## src/rtl/pipe_stages.sv

```systemverilog
`default_nettype none
// ----------------------------------------------------------------------------
// pipe_stages: elastic pipeline of DEPTH two-entry skid stages with flush/count.
// Rev 1.0
// ----------------------------------------------------------------------------

module pipe_stages_skid #(
    parameter int WIDTH = 8
) (
    input  logic             clock,
    input  logic             reset,
    input  logic             flush,
    input  logic [WIDTH-1:0] up_data_i,
    input  logic             up_valid_i,
    output logic             up_ready_o,
    output logic [WIDTH-1:0] dn_data_o,
    output logic             dn_valid_o,
    input  logic             dn_ready_i
);

    typedef enum logic [1:0] {
        ST_EMPTY = 2'd0,
        ST_ONE   = 2'd1,
        ST_TWO   = 2'd2
    } state_t;

    state_t           state_q;
    logic [WIDTH-1:0] main_q;
    logic [WIDTH-1:0] skid_q;
    logic             valid_q;
    logic             ready_q;
    logic             push;
    logic             pop;

    assign push       = up_valid_i & ready_q;
    assign pop        = valid_q & dn_ready_i;
    assign up_ready_o = ready_q;
    assign dn_valid_o = valid_q;
    assign dn_data_o  = main_q;

    // valid_q/ready_q are kept as registered decodes of state_q so that
    // downstream ready never reaches upstream ready combinationally.
    always_ff @(posedge clock or negedge reset) begin
        if (!reset) begin
            state_q <= ST_EMPTY;
            main_q  <= '0;
            skid_q  <= '0;
            valid_q <= 1'b0;
            ready_q <= 1'b1;
        end else if (flush) begin
            state_q <= ST_EMPTY;
            valid_q <= 1'b0;
            ready_q <= 1'b1;
        end else begin
            case (state_q)
                ST_EMPTY: begin
                    if (push) begin
                        main_q  <= up_data_i;
                        state_q <= ST_ONE;
                        valid_q <= 1'b1;
                    end
                end
                ST_ONE: begin
                    if (push && pop) begin
                        main_q <= up_data_i;
                    end else if (push) begin
                        skid_q  <= up_data_i;
                        state_q <= ST_TWO;
                        ready_q <= 1'b0;
                    end else if (pop) begin
                        state_q <= ST_EMPTY;
                        valid_q <= 1'b0;
                    end
                end
                ST_TWO: begin
                    if (pop) begin
                        main_q  <= skid_q;
                        state_q <= ST_ONE;
                        ready_q <= 1'b1;
                    end
                end
                default: begin
                    state_q <= ST_EMPTY;
                    valid_q <= 1'b0;
                    ready_q <= 1'b1;
                end
            endcase
        end
    end

endmodule

module pipe_stages #(
    parameter int WIDTH = 8,
    parameter int DEPTH = 2,
    parameter int CW    = $clog2(2*DEPTH+1)
) (
    input  logic             clock,
    input  logic             reset,
    input  logic             flush,
    input  logic [WIDTH-1:0] in_data,
    input  logic             in_valid,
    output logic             in_ready,
    output logic [WIDTH-1:0] out_data,
    output logic             out_valid,
    input  logic             out_ready,
    output logic [CW-1:0]    count
);

    logic [WIDTH-1:0] stg_data [DEPTH+1];
    logic [DEPTH:0]   stg_valid;
    logic [DEPTH:0]   stg_ready;
    logic [CW-1:0]    count_q;
    logic [CW-1:0]    count_d;
    logic             in_acc;
    logic             out_acc;

    assign stg_data[0]      = in_data;
    assign stg_valid[0]     = in_valid;
    assign in_ready         = stg_ready[0];
    assign out_data         = stg_data[DEPTH];
    assign out_valid        = stg_valid[DEPTH];
    assign stg_ready[DEPTH] = out_ready;

    generate
        for (genvar k = 0; k < DEPTH; k++) begin : g_stage
            pipe_stages_skid #(
                .WIDTH (WIDTH)
            ) u_skid (
                .clock      (clock),
                .reset      (reset),
                .flush      (flush),
                .up_data_i  (stg_data[k]),
                .up_valid_i (stg_valid[k]),
                .up_ready_o (stg_ready[k]),
                .dn_data_o  (stg_data[k+1]),
                .dn_valid_o (stg_valid[k+1]),
                .dn_ready_i (stg_ready[k+1])
            );
        end
    endgenerate

    assign in_acc  = in_valid & in_ready;
    assign out_acc = out_valid & out_ready;

    // Occupancy cannot overflow: in_acc already requires a free slot.
    always_comb begin
        count_d = count_q;
        if (flush) begin
            count_d = '0;
        end else if (in_acc && !out_acc) begin
            count_d = count_q + CW'(1);
        end else if (!in_acc && out_acc) begin
            count_d = count_q - CW'(1);
        end
    end

    always_ff @(posedge clock or negedge reset) begin
        if (!reset) begin
            count_q <= '0;
        end else begin
            count_q <= count_d;
        end
    end

    assign count = count_q;

endmodule

`default_nettype wire

```

## config.mk

```make
export PLATFORM = sky130hd
export DESIGN_NAME = pipe_stages
export DESIGN_NICKNAME = d
export VERILOG_FILES = /design/src/rtl/pipe_stages.sv
export SDC_FILE = /design/constraint.sdc
export NUM_CORES = 1
export LEC_CHECK = 0
export ABC_CLOCK_PERIOD_IN_PS = 5050
export CAP_MARGIN = 0
export CORE_UTILIZATION = 55
export CTS_CLUSTER_SIZE = 24
export DETAILED_ROUTE_END_ITERATION = 16
export PLACE_DENSITY = 0.88
export SETUP_SLACK_MARGIN = 0.02
export SYNTH_ARGS = -nofsm -noshare
export SYNTH_HDL_FRONTEND = slang
export SYNTH_HIERARCHICAL = 1
export SYNTH_SLANG_ARGS = --single-unit
```

## constraint.sdc

```tcl
create_clock -name clock -period 5.05 [get_ports clock]
set_input_delay 0.505 -clock clock [delete_from_list [all_inputs] [get_ports clock]]
set_output_delay 0.505 -clock clock [all_outputs]
set_load 0.01 [all_outputs]
```

# --- Word level (Yosys, flattened, before mapping) ---
# Index checks and enable logic that the tools add are counted.
# Widths: inputs -> output; s select.
classes:
  n_eq_ne: 28
  bitwise_logic: 6
  n_reduce_logical: 21
  addsub: 2
  muxes: 44
op_table:
  columns: ["operator", "n"]
  rows:
  - ["$mux 8", 6]
  - ["$pmux 8 s3", 2]
  - ["$reduce_and 4->1", 6]
  - ["$mux 2", 11]
  - ["$reduce_and 5->1", 4]
  - ["$ne 3x2->1 const B", 6]
  - ["$ne 3x3->1 const B", 6]
  - ["$mux 1", 16]
  - ["$pmux 1 s3", 4]
  - ["$pmux 2 s3", 2]
  - ["$ne 2x1->1 const B", 5]
  - ["$ne 2x2->1 const B", 5]
  - ["$mux 3", 3]
  - ["$reduce_bool 3->1", 3]
  - ["$eq 2x1->1 const B", 2]
  - ["$eq 2x2->1 const B", 2]
  - ["$logic_and 1x1->1", 4]
  - ["$logic_not 2->1", 2]
  - ["$ne 4x2->1 const B", 1]
  - ["$ne 4x3->1 const B", 1]
  - ["$add 3x1->3 const B", 1]
  - ["$and 1x1->1", 3]
  - ["$not 1->1", 3]
  - ["$sub 3x1->3 const B", 1]
  - ["$logic_not 1->1", 2]
totals:
  out_inout_bits: 13
  regBits: 43
  input_bits: 13
  wordCells: 112

# --- Depth between registers and ports, before layout ---
depth:
  ltp_word: 6
  depth_mapped: 6
  mapped_depth_nobuf: 6

# --- Modules after synthesis ---
# The synthesis kept the hierarchy.
by_module_without_submodules:
  columns: ["module", "cells_each", "area_per_inst_um2", "seq_area_each_um2", "instances"]
  rows:
  - ["pipe_stages_skid", 75, 1002.2, 501.7, 2]
  - ["pipe_stages", 25, 249.0, 75.1, 1]

# --- Worst setup path before layout ---
# No wires, ideal clock.
synth_path:
  kind: "flip-flop to flip-flop"
  start: "register g_stage[0].u_skid.ready_q"
  end: "register count_q[2] (netlist: count[2])"
  synth_period_minus_slack_ps: 1681
  arrival_ps: 1543
  setup_ps: 138
  path_slack_ps: 3369
  required_time_ps: 4912
  n_path_buf: 0
  path_stages_with_launch: 7
  cell_sequence: "dfstp_2 > nand2_4 > a21oi_1 > fa_1 > a21boi_0 > mux2i_1 > o311ai_1"
synth_via:
  elab_chain_len: 4
  elab_cells_between_ends: 7
  classes_between: "mux (2); bitwise (1); reduce/logical (4)"
synth_lines:
  columns: ["element", "line", "rtl"]
  rows:
  - ["start: declaration", "31", "logic ready_q;"]
  - ["start signal: assignment", "49", "ready_q <= 1'b1;"]
  - ["start signal: assignment", "53", "ready_q <= 1'b1;"]
  - ["start signal: assignment", "69", "ready_q <= 1'b0;"]
  - ["$and 1x1->1 (*)", "143", "assign in_acc = in_valid & in_ready;"]
  - ["$logic_and 1x1->1 or $logic_not 1->1 (tied branches)", "151, 153", null]
  - ["$mux 3 or $logic_and 1x1->1 (tied branches)", "151, 153", null]
  - ["$mux 3 or $reduce_bool 3->1 (tied branches)", null, null]
  - ["end signal: assignment", "162", "count_q <= count_d;"]
  - ["end: declaration", "113", "logic [CW-1:0] count_q;"]
# Mark *: on every way between the ends. The rest lies on a longest branch, timed or not.
# A chain may end at the register's enable or synchronous reset.

# --- Worst setup path after layout ---
layout_path:
  start: "input port in_valid"
  end: "register count_q[2] (netlist: count[2])"
layout_via:
  elab_chain_len: 4
  elab_cells_between_ends: 7
  classes_between: "mux (2); bitwise (1); reduce/logical (4)"
layout_lines:
  columns: ["element", "line", "rtl"]
  rows:
  - ["start: declaration", "102", "input logic in_valid,"]
  - ["$and 1x1->1 (*)", "143", null]
  - ["$logic_and 1x1->1 or $logic_not 1->1 (tied branches)", "151, 153", null]
  - ["$mux 3 or $logic_and 1x1->1 (tied branches)", "151, 153", null]
  - ["$mux 3 or $reduce_bool 3->1 (tied branches)", null, null]
# Marks and branches as above.

==> metrics.txt <==
worst stage delay on the critical path=0.59 ns; # Max-Cap Violations=0; synthesized-area fraction occupied by and/or/nand/nor cells=a little under an eighth; total count of max-transition violations in the final report=0; I/O Buffers=25; Final Hold Violating Endpoints=0; highest-delay cell along the critical path=clkdlybuf4s50_1; DR vias/cell=approximately 5.6; count of mapped cells out of synthesis=175; Vias=1390; I/O pins=26; Finished Layout Cells=247; final total power=1.35 mW; Post-Syn Nets=~190; synthesis-to-finish area growth=14.3%; overflow left after global routing=0; number of storage elements in the synthesis netlist=43; number of placed instances, taps included=240; Crit path required time=5.21 ns; number of buffers inserted by hold repair at cts=0; timing startpoint of the critical path=in_valid; clk slew on worst S/H paths=0.07 ns; final estimated routing congestion in global placement=0.746; category of cells accounting for the largest share of critical-path delay=buffers and inverters; number of levels in the clock H-tree=2; adder-cell share of the synthesized area=0.888%; kind of start point of the critical path=primary input; global-route wire length before repair=roughly 6600 um; Starting DRT DRC Count=59; count of instances resized after the clock tree is built=0; per-instance average area after synthesis=~13 sq um; count of different cell masters after synthesis=34; sequential element share of the synthesized area=a little under half; detailed-placement wirelength estimate=about 2800 um; Worst-Margin Slew=just over 0.9 ns; Nets=about 210; Antenna Violating Nets Remaining=0; Detailed Route WL=~4000 um; # DRC=0; P per Cell Area=525 mW/mm^2; detailed-route wire length per cell=about 16 um; relative slew slack=between 30% and 40%; RSZ-0062 raised after global routing=false; post-placement cell area=around 0.0025 sq mm; DIE WIDTH=about 66 um; final worst-path cycle share=42.2%; worst-case reg-to-reg path depth=6; # diodes=0; TritonCTS clock tree=yes; worst reg2reg startpoint=g_stage[0].u_skid/up_ready_o; CP arrival=2.29 ns; global-route total usage across every layer=21.0%; Num Clock Sinks=43; Core Footprint=0.00380 sq mm; share of final-layout standard cells stronger than drive strength 1=33.2%; worst hold path type=in -> async; flop2flop setup slack=3.14 ns; total clock buffers created by CTS=5; Post-Route Skew=approximately 0.0034 ns; worst path cell trace=clkdlybuf4s50_1, nand2_4, a21oi_1, fa_1, a21boi_0, mux2i_1, o311ai_1; maximum number of pins on one net before global-route repair=between 40 and 50; iteration count of the initial detailed-routing pass=4; most common cell after layout, fill and taps aside=dfrtp_1; via count of the first global-routing pass=about 1.5k; initial core utilization=59.3%; proportion of synthesized area in mux cells=~28%; count of flip-flops with a built-in enable after synthesis=0; Max VDD drop=around 0.29 mV; crit path max fanout=6; Top FF cell, synth=dfrtp_1; number of endpoints failing setup at the final stage=0; kind of critical path=in -> reg; XOR/XNOR Fraction of Synth Area=0.722%; setup repair bufs after CTS=0; status=finished clean; CTS Root Buffer Type=clkbuf_8; total number of placement rows=22; commonest cells after routing, fill and taps aside=dfrtp_1, mux2_2, clkdlybuf4s50_1, mux2_4, nor2_1; total buffers and inverters traversed by the critical path=1; main combinational cell family by area after synthesis=multiplexers; Sum Neg Setup Slack=0 ns; number of antenna violations at the first check in global routing=0; Max clock buf depth=2; fmax=roughly 470 MHz; area fraction in compound gates after synthesis=roughly 6.7%; leak pwr=around 1.2 nW; Warnings, synthesis=6; proportion of register bits with asynchronous set or reset after synthesis=100%; clock latency on the worst-skew pair=about 0.29 ns; termination of the worst setup path=count[2]; synthesized cell area=around 0.0023 sq mm; overall die area=~0.0044 sq mm; height of the die=66.0 um; FF-to-FF End=count[2]; CP Capture Type=flop; post-layout min period=2.13 ns; logic depth of the worst setup path including buffers=7; summed area of non-filler cells in the final layout=approximately 0.0026 sq mm
-- through the flow --
step / util (%) / hold WS, ns / worst slack [ns]
after floorplan: - / 0.209 / 3.37
after global placement: 65.5 / 0.481 / 2.75
after detailed placement: 65.5 / 0.489 / 2.62
after CTS: 67.8 / 0.377 / 2.93
after global routing: 67.8 / 0.431 / 2.73
final: 67.8 / 0.358 / 2.92
-- layer usage --
layer | GRT usage (%) | part of all wire, % | wire length [um] | vias up
met4 | 12.8 | 2.7 | 107 | 0
li1 | - | - | - | 666
met2 | 34.3 | 51 | 1980 | 39
met3 | 3.97 | 3.9 | 150 | 10
met5 | 0 | 0 | 0 | -
met1 | 25.7 | 43 | 1660 | 675
-- synth_stat cells (all sizes together) (2+ instances only) --
master	count	area share (%)
mux2	50	28
dfrtp	41	46
nor2	11	1.8
a21oi	9	2.0
nand2	9	1.9
inv	7	1.2
buf	6	2.4
nor2b	6	2.3
o22ai	4	1.1
and4bb	3	1.7
a21o	2	0.67
a2bb2oi	2	0.78
a31oi	2	0.56
and2	2	0.56
and3b	2	0.78
clkbuf	2	0.67
dfstp	2	2.3
nand2b	2	0.56
nand3	2	0.89
nor3	2	0.44
o21ai	2	0.44
-- power breakdown --
part           switching (mW)  internal, mW
logic                   0.191         0.333
clock network           0.103         0.107
registers               0.117         0.500
-- final cells by class --
type / instances / area [sq um]
fillers: 280 / 1220
flip-flops and latches: 43 / 1080
multi-input cells: 117 / 1080
repair buffers: 25 / 245
clock buffers: 6 / 82.6
well taps: 48 / 60.1
inverters: 7 / 26.3
clock inverters: 1 / 5.00
-- flip-flops by register name, summed over array words and instances (netlist names) --
register and flops:
g_stage.u_skid/state_q 4, count 3, g_stage.u_skid/dn_valid_o 2, g_stage.u_skid/up_ready_o 2
g_stage.u_skid/skid_q 16, g_stage.u_skid/dn_data_o 16
-- how the worst min path moves through the flow --
stage / start / end / cells after the start
finish: reset / g_stage[0].u_skid/skid_q[7] / 1
global route: reset / g_stage[0].u_skid/skid_q[6] / 1
CTS: reset / g_stage[0].u_skid/skid_q[7] / 1
detailed placement: g_stage[1].u_skid/skid_q[2] / g_stage[1].u_skid/skid_q[2] / 1
global placement: g_stage[0].u_skid/skid_q[1] / g_stage[0].u_skid/skid_q[1] / 1
floorplan: reset / count[0] / 0
-- kinds of logic after synthesis --
group                    Yosys count
buffers and inverters             15
flip-flops                        43
AO/OA/AOI/OAI                     24
AND/OR/NAND/NOR                   40
adder cells (fa/ha/maj)            1
multiplexers                      51
XOR/XNOR                           1
Power figures use the tool's default switching activity.
